[src/rtl/reg_access_ctrl.sv]
// reg_access_ctrl: APB-style register access controller driving one-hot strobes into a field_common register bank
// Optional feature macro: REG_ACCESS_STRB_EN adds pstrb and byte-merged (read-modify-write) writes.
// Ports:
//   clk, rst_n              clock, asynchronous active-low reset
//   psel, penable, pwrite   bus transfer control
//   paddr, pwdata           byte address and write data, latched in the setup cycle
//   pstrb                   byte strobes (only with REG_ACCESS_STRB_EN)
//   prdata                  registered read data
//   pready, pslverr         registered completion and error; withdrawn immediately if psel drops
//   reg_wr_en, reg_wr_data  one-hot write strobe and write word to the bank
//   reg_rd_en               one-hot read strobe for read-clear fields
//   reg_rd_data             register words, register i at [i*DATA_WIDTH +: DATA_WIDTH]
module reg_access_ctrl #(
    parameter int ADDR_WIDTH = 8,
    parameter int DATA_WIDTH = 32,
    parameter int REG_NUM    = 16
) (
    input  logic                          clk,
    input  logic                          rst_n,
    input  logic                          psel,
    input  logic                          penable,
    input  logic                          pwrite,
    input  logic [ADDR_WIDTH-1:0]         paddr,
    input  logic [DATA_WIDTH-1:0]         pwdata,
`ifdef REG_ACCESS_STRB_EN
    input  logic [DATA_WIDTH/8-1:0]       pstrb,
`endif
    output logic [DATA_WIDTH-1:0]         prdata,
    output logic                          pready,
    output logic                          pslverr,
    output logic [REG_NUM-1:0]            reg_wr_en,
    output logic [DATA_WIDTH-1:0]         reg_wr_data,
    output logic [REG_NUM-1:0]            reg_rd_en,
    input  logic [REG_NUM*DATA_WIDTH-1:0] reg_rd_data
);
    localparam int IW = ADDR_WIDTH - 2;
    localparam int SW = DATA_WIDTH / 8;

    typedef enum logic [1:0] {IDLE, STROBE, RESP, ERR} state_e;

    state_e                state_q, state_d;
    logic                  wr_q, wr_d;
    logic [IW-1:0]         idx_q, idx_d;
    logic [DATA_WIDTH-1:0] wdata_q, wdata_d;
    logic [DATA_WIDTH-1:0] prdata_q, prdata_d;
    logic                  pready_q, pready_d;
    logic                  pslverr_q, pslverr_d;
    logic [REG_NUM-1:0]    wr_en_q, wr_en_d;
    logic [REG_NUM-1:0]    rd_en_q, rd_en_d;
    logic [IW-1:0]         a_idx;
    logic                  a_err;
    logic                  wr_ok;
    logic [REG_NUM-1:0]    one_hot;
    logic [DATA_WIDTH-1:0] rd_word;

    assign a_idx   = paddr[ADDR_WIDTH-1:2];
    assign a_err   = (paddr[1:0] != 2'b00) || (32'(a_idx) >= REG_NUM);
    assign one_hot = REG_NUM'(1) << a_idx;

    always_comb begin
        rd_word = '0;
        for (int i = 0; i < REG_NUM; i++)
            if (idx_q == IW'(i)) rd_word = reg_rd_data[i*DATA_WIDTH +: DATA_WIDTH];
    end

`ifdef REG_ACCESS_STRB_EN
    logic [SW-1:0]         strb_q, strb_d;
    logic [DATA_WIDTH-1:0] merged;

    assign wr_ok = |pstrb;

    // Unstrobed bytes keep the target register's current contents.
    always_comb begin
        merged = rd_word;
        for (int k = 0; k < SW; k++)
            if (strb_q[k]) merged[k*8 +: 8] = wdata_q[k*8 +: 8];
    end

    assign reg_wr_data = (|wr_en_q) ? merged : '0;

    always_ff @(posedge clk or negedge rst_n)
        if (!rst_n) strb_q <= '0;
        else        strb_q <= strb_d;

    always_comb strb_d = (state_q == IDLE && psel && !penable) ? pstrb : strb_q;
`else
    assign wr_ok       = 1'b1;
    assign reg_wr_data = wdata_q;
`endif

    always_comb begin
        state_d   = state_q;
        wr_d      = wr_q;
        idx_d     = idx_q;
        wdata_d   = wdata_q;
        prdata_d  = prdata_q;
        pready_d  = 1'b0;
        pslverr_d = 1'b0;
        wr_en_d   = '0;
        rd_en_d   = '0;
        case (state_q)
            IDLE: if (psel && !penable) begin
                wr_d    = pwrite;
                idx_d   = a_idx;
                wdata_d = pwdata;
                if (a_err) begin
                    state_d   = ERR;
                    pready_d  = 1'b1;
                    pslverr_d = 1'b1;
                    prdata_d  = '0;
                end else begin
                    state_d = STROBE;
                    wr_en_d = (pwrite && wr_ok) ? one_hot : '0;
                    rd_en_d = pwrite ? '0 : one_hot;
                end
            end
            // Read word is captured at the end of the strobe cycle, ahead of any read-clear.
            STROBE: begin
                state_d  = psel ? RESP : IDLE;
                pready_d = psel;
                prdata_d = wr_q ? '0 : rd_word;
            end
            default: state_d = IDLE;
        endcase
    end

    always_ff @(posedge clk or negedge rst_n) begin
        if (!rst_n) begin
            state_q   <= IDLE;
            wr_q      <= 1'b0;
            idx_q     <= '0;
            wdata_q   <= '0;
            prdata_q  <= '0;
            pready_q  <= 1'b0;
            pslverr_q <= 1'b0;
            wr_en_q   <= '0;
            rd_en_q   <= '0;
        end else begin
            state_q   <= state_d;
            wr_q      <= wr_d;
            idx_q     <= idx_d;
            wdata_q   <= wdata_d;
            prdata_q  <= prdata_d;
            pready_q  <= pready_d;
            pslverr_q <= pslverr_d;
            wr_en_q   <= wr_en_d;
            rd_en_q   <= rd_en_d;
        end
    end

    // A master that withdraws psel mid-transfer never sees a completion.
    assign pready    = pready_q & psel;
    assign pslverr   = pslverr_q & psel;
    assign prdata    = prdata_q;
    assign reg_wr_en = wr_en_q;
    assign reg_rd_en = rd_en_q;
endmodule

[config.mk]
export PLATFORM = sky130hd
export DESIGN_NAME = reg_access_ctrl
export DESIGN_NICKNAME = d
export VERILOG_FILES = /design/src/rtl/reg_access_ctrl.sv
export SDC_FILE = /design/constraint.sdc
export NUM_CORES = 1
export LEC_CHECK = 0
export CAP_MARGIN = 20
export CELL_PAD_IN_SITES_DETAIL_PLACEMENT = 1
export CELL_PAD_IN_SITES_GLOBAL_PLACEMENT = 2
export CORE_AREA = 2 2 258 260
export DETAILED_ROUTE_END_ITERATION = 7
export DIE_AREA = 0 0 260 262
export GPL_ROUTABILITY_DRIVEN = 0
export PLACE_DENSITY_LB_ADDON = 0.1
export SLEW_MARGIN = 0
export SYNTH_ARGS = -nofsm -noshare
export SYNTH_HDL_FRONTEND = slang
export SYNTH_SLANG_ARGS = --single-unit
[constraint.sdc]
create_clock -name clk -period 2.7 [get_ports clk]
set_input_delay 0.675 -clock clk [delete_from_list [all_inputs] [get_ports clk]]
set_output_delay 0.675 -clock clk [all_outputs]
set_load 0.01 [all_outputs]
==> results of run 1 <==
-- logic make-up (layout without fill, tap and decap cells) --
kind of cell           Yosys count  in the layout  share of synthesized area, %
DFF                            107            107                          34.7
AOI/OAI and AO/OA              320            320                          28.2
muxes                           74             74                          15.2
other                            0             18                             0
and+or+nand+nor                271            271                          16.7
buffers and inverters           77            755                          5.18
-- worst max-delay path, delay by kind of cell, from the launching register on --
kind	cells	cell delay (ps)
buffers and inverters	2	440
AOI/OAI and AO/OA	5	1250
DFF	1	600
and+or+nand+nor	1	260
-- cell usage in the layout (no fill, tap or decap), types with 10 or more instances in the layout --
cell type and n:
buf_12 15, nor2_1 96, o22ai_1 50, a211oi_1 15, a21oi_1 47, buf_4 69
nand3_1 27, mux4_2 30, nor4_1 14, o31ai_1 13, o21ai_0 52, diode_2 18
mux2_2 42, nand2_1 79, nor3_1 10, a221oi_1 13, clkdlybuf4s50_1 653, a22oi_1 75
a222oi_1 11, o211ai_1 12, dfrtp_1 105
-- final cells by class --
type,count,area [sq um]
Inverter,1,3.75
Timing Repair Buffer,738,7370
Fill cell,7531,49100
Multi-Input combinational cell,665,4690
Tap cell,864,1080
Clock buffer,9,225
Clock inverter,7,103
Antenna cell,18,45.0
Sequential cell,107,2680
-- report_power, final --
part | switching [mW] | total, mW | internal [mW]
combinational | 1.53 | 3.43 | 1.89
clock | 0.834 | 1.59 | 0.757
sequential | 0.203 | 2.03 | 1.83
-- routing by layer --
metal | part of all wire (%) | vias to the layer above | GRT usage, %
met5 | 0.20 | - | 0
met4 | 1.3 | 20 | 5.62
met3 | 7.2 | 56 | 5.89
met2 | 51 | 375 | 33.7
met1 | 40 | 5185 | 22.9
li1 | - | 4690 | -
-- worst paths after layout --
| kind | cells after the start | slack (ps) | to |
|---|---|---|---|
| max in group asynchronous | 2 | 1770 | reg_wr_en[13]$_DFF_PN0_ |
| min reg2reg | 2 | 490 | prdata[2]$_DFFE_PN0P_ |
| max | 8 | 40 | prdata[6]$_DFFE_PN0P_ |
| min in group clk | 2 | 490 | prdata[2]$_DFFE_PN0P_ |
| min | 1 | 210 | reg_wr_data[9]$_DFFE_PN0P_ |
| max reg2reg | 8 | 40 | prdata[6]$_DFFE_PN0P_ |
-- through the flow --
stage	setup slack, ps	std cells	total power, mW	util [%]	hold slack, ps
2_1_floorplan	571	849	3.32	-	379
3_3_place_gp	12.0	2375	5.54	24.2	460
3_5_place_dp	7.19	2375	5.56	24.2	466
4_1_cts	37.7	2391	7.23	24.7	219
5_1_grt	6.05	2404	7.47	24.8	226
6_report	36.0	2409	7.05	24.8	210
-- registers in the layout, summed over array words and instances (netlist names) --
signal and flops:
wr_q 1, reg_wr_data 32, prdata 32, state_q 2, reg_rd_en 16, pslverr_q 1
idx_q 6, pready_q 1, reg_wr_en 16
==> impl_results.md, run 1 <==
- Number of clock sinks: 107
- Syn. warnings: 0
- Post-Syn Instances: 849
- CORE AREA: 65,300 sq um
- Fmax achieved: about 380 MHz
- Clock Skews: 19.6 ps
- Initial antenna violation count: 30
- IO buf count: 654
- Avg Inst Size Synth: 9.08 sq um
- Num rows: 94
- WP data arrival: 2940 ps
- Largest net degree at the start of global routing: 49
- Cts repair resizes: 0
- Synth-to-layout area growth: 110%
- WL/cell: 28.4 um
- Final Hold Viols: 0
- Residual DRC: 0
- # setup viols final: 0
- Setup Fix Bufs, Post-CTS: 0
- DP HPWL: roughly 57 mm
- Setup_tns: 0 ps
- CTS Buffer Depth: 2
- Max-slew violations: 0
- Synth Cell Area: 7710 sq um
- Hold Crit Class: input pin to asynchronous set/reset pin
- Synth area leader: dfrtp_1
- Die W: 260 um
- Skew-Pair Late Insertion Delay: 410 ps
- Syn Nets: 1,406
- Cell Pwr Density: 435 nW/um^2
- IO Count: 655
- Gr usage total: 19.4%
- Post-synth ARST share: 100%
- Status: completed
- Crit share post-route: 98.7%
- Worst Tran Pin Value: 669 ps
- Slew margin rel.: 55.0%
- H-tree levels: 3
- CTS tree: done
- Initial Util: between 10% and 20%
- Grt ovf: 0
- Number of global-route vias before repair: 11.4k
- First-pass GRT wire length: a little over 90 mm
- Fraction of final layout cells sized beyond drive strength 1: 13.2%
- Cell area after layout: 16,200 sq um
- Post-route ant nets: 0
- Final min period: 2660 ps
- Post-DP Area: 15,800 sq um
- CTS clock-pin slew for the worst setup and hold paths: 90 ps
- Post-synth cell types: 58
- Detailed Route Iter0 Violations: just over 500
- Top cells by count, synth: dfrtp_1 (107), nor2_1 (97), nand2_1 (79), a22oi_1 (75), o21ai_0 (52)
- Setup CP Type: flop to flop
- Crit-path max cell delay: 600 ps
- Pleak: between 5 and 6 nW
- Die Span Y: 262 um
- Pre-Repair DR Iteration Count: 6
- Via count: 10.3k
- RSZ-0062 raised after global routing: no
- Post-synth EDFFs: 0
- Max Cap Viol: 0
- R2R Path Start: idx_q[0]$_DFFE_PN0P_
- CP Launch Point: idx_q[0]$_DFFE_PN0P_
- Peak supply drop: 0.372 mV
- Area contributors post-synth: dfrtp_1 (35%), mux4_2 (8.8%), a22oi_1 (7.3%)
- Slowest cell on crit path: dfrtp_4
- Worst-path cell chain: and4b_1 -> o21ai_0 -> buf_12 -> o21ai_0 -> a211oi_1 -> buf_4 -> o21ai_0 -> o311ai_0
- Die area: 68,100 sq um
- Post-DR vias/cell: 4.29
- Crit path launch type: flop
- CTS Hold Buffers Added: 0
- Root buffer cell: clkbuf_16
- Sequential-to-total area share from yosys stat: approximately a third
- CTS Buf Count: 9
- Worst path required time: 2980 ps
- Top FF cell, synth: dfrtp_1
- FF+latch count, synth: 107
- Worst-path maximum fanout: 15
- Critical Path Most Common Cell: o21ai_0
- Nets: slightly above 2k
- Crit. End Element: flop
- WL final: 68.3 mm
- Synth top area share: 34.7%
- Top-count cell post-synth: dfrtp_1
Note: power is estimated with default switching activity, not from simulation.
==> run 2: changes to the inputs <==
--- a/config.mk
+++ b/config.mk
@@ -9,9 +9,11 @@
 export CELL_PAD_IN_SITES_DETAIL_PLACEMENT = 1
 export CELL_PAD_IN_SITES_GLOBAL_PLACEMENT = 2
 export CORE_AREA = 2 2 258 260
+export CTS_BUF_LIST = sky130_fd_sc_hd__clkbuf_16
 export DETAILED_ROUTE_END_ITERATION = 7
 export DIE_AREA = 0 0 260 262
 export GPL_ROUTABILITY_DRIVEN = 0
+export GPL_TIMING_DRIVEN = 1
 export PLACE_DENSITY_LB_ADDON = 0.1
 export SLEW_MARGIN = 0
 export SYNTH_ARGS = -nofsm -noshare
==> results of run 2 <==
No change in the layout: final DEF, timing and power equal those of run 1.
==> run 3: changes to the inputs <==
--- a/config.mk
+++ b/config.mk
@@ -15,7 +15,6 @@
 export GPL_ROUTABILITY_DRIVEN = 0
 export GPL_TIMING_DRIVEN = 1
 export PLACE_DENSITY_LB_ADDON = 0.1
-export SLEW_MARGIN = 0
 export SYNTH_ARGS = -nofsm -noshare
 export SYNTH_HDL_FRONTEND = slang
 export SYNTH_SLANG_ARGS = --single-unit
==> results of run 3 <==
No change in the layout: final DEF, timing and power equal those of run 1.
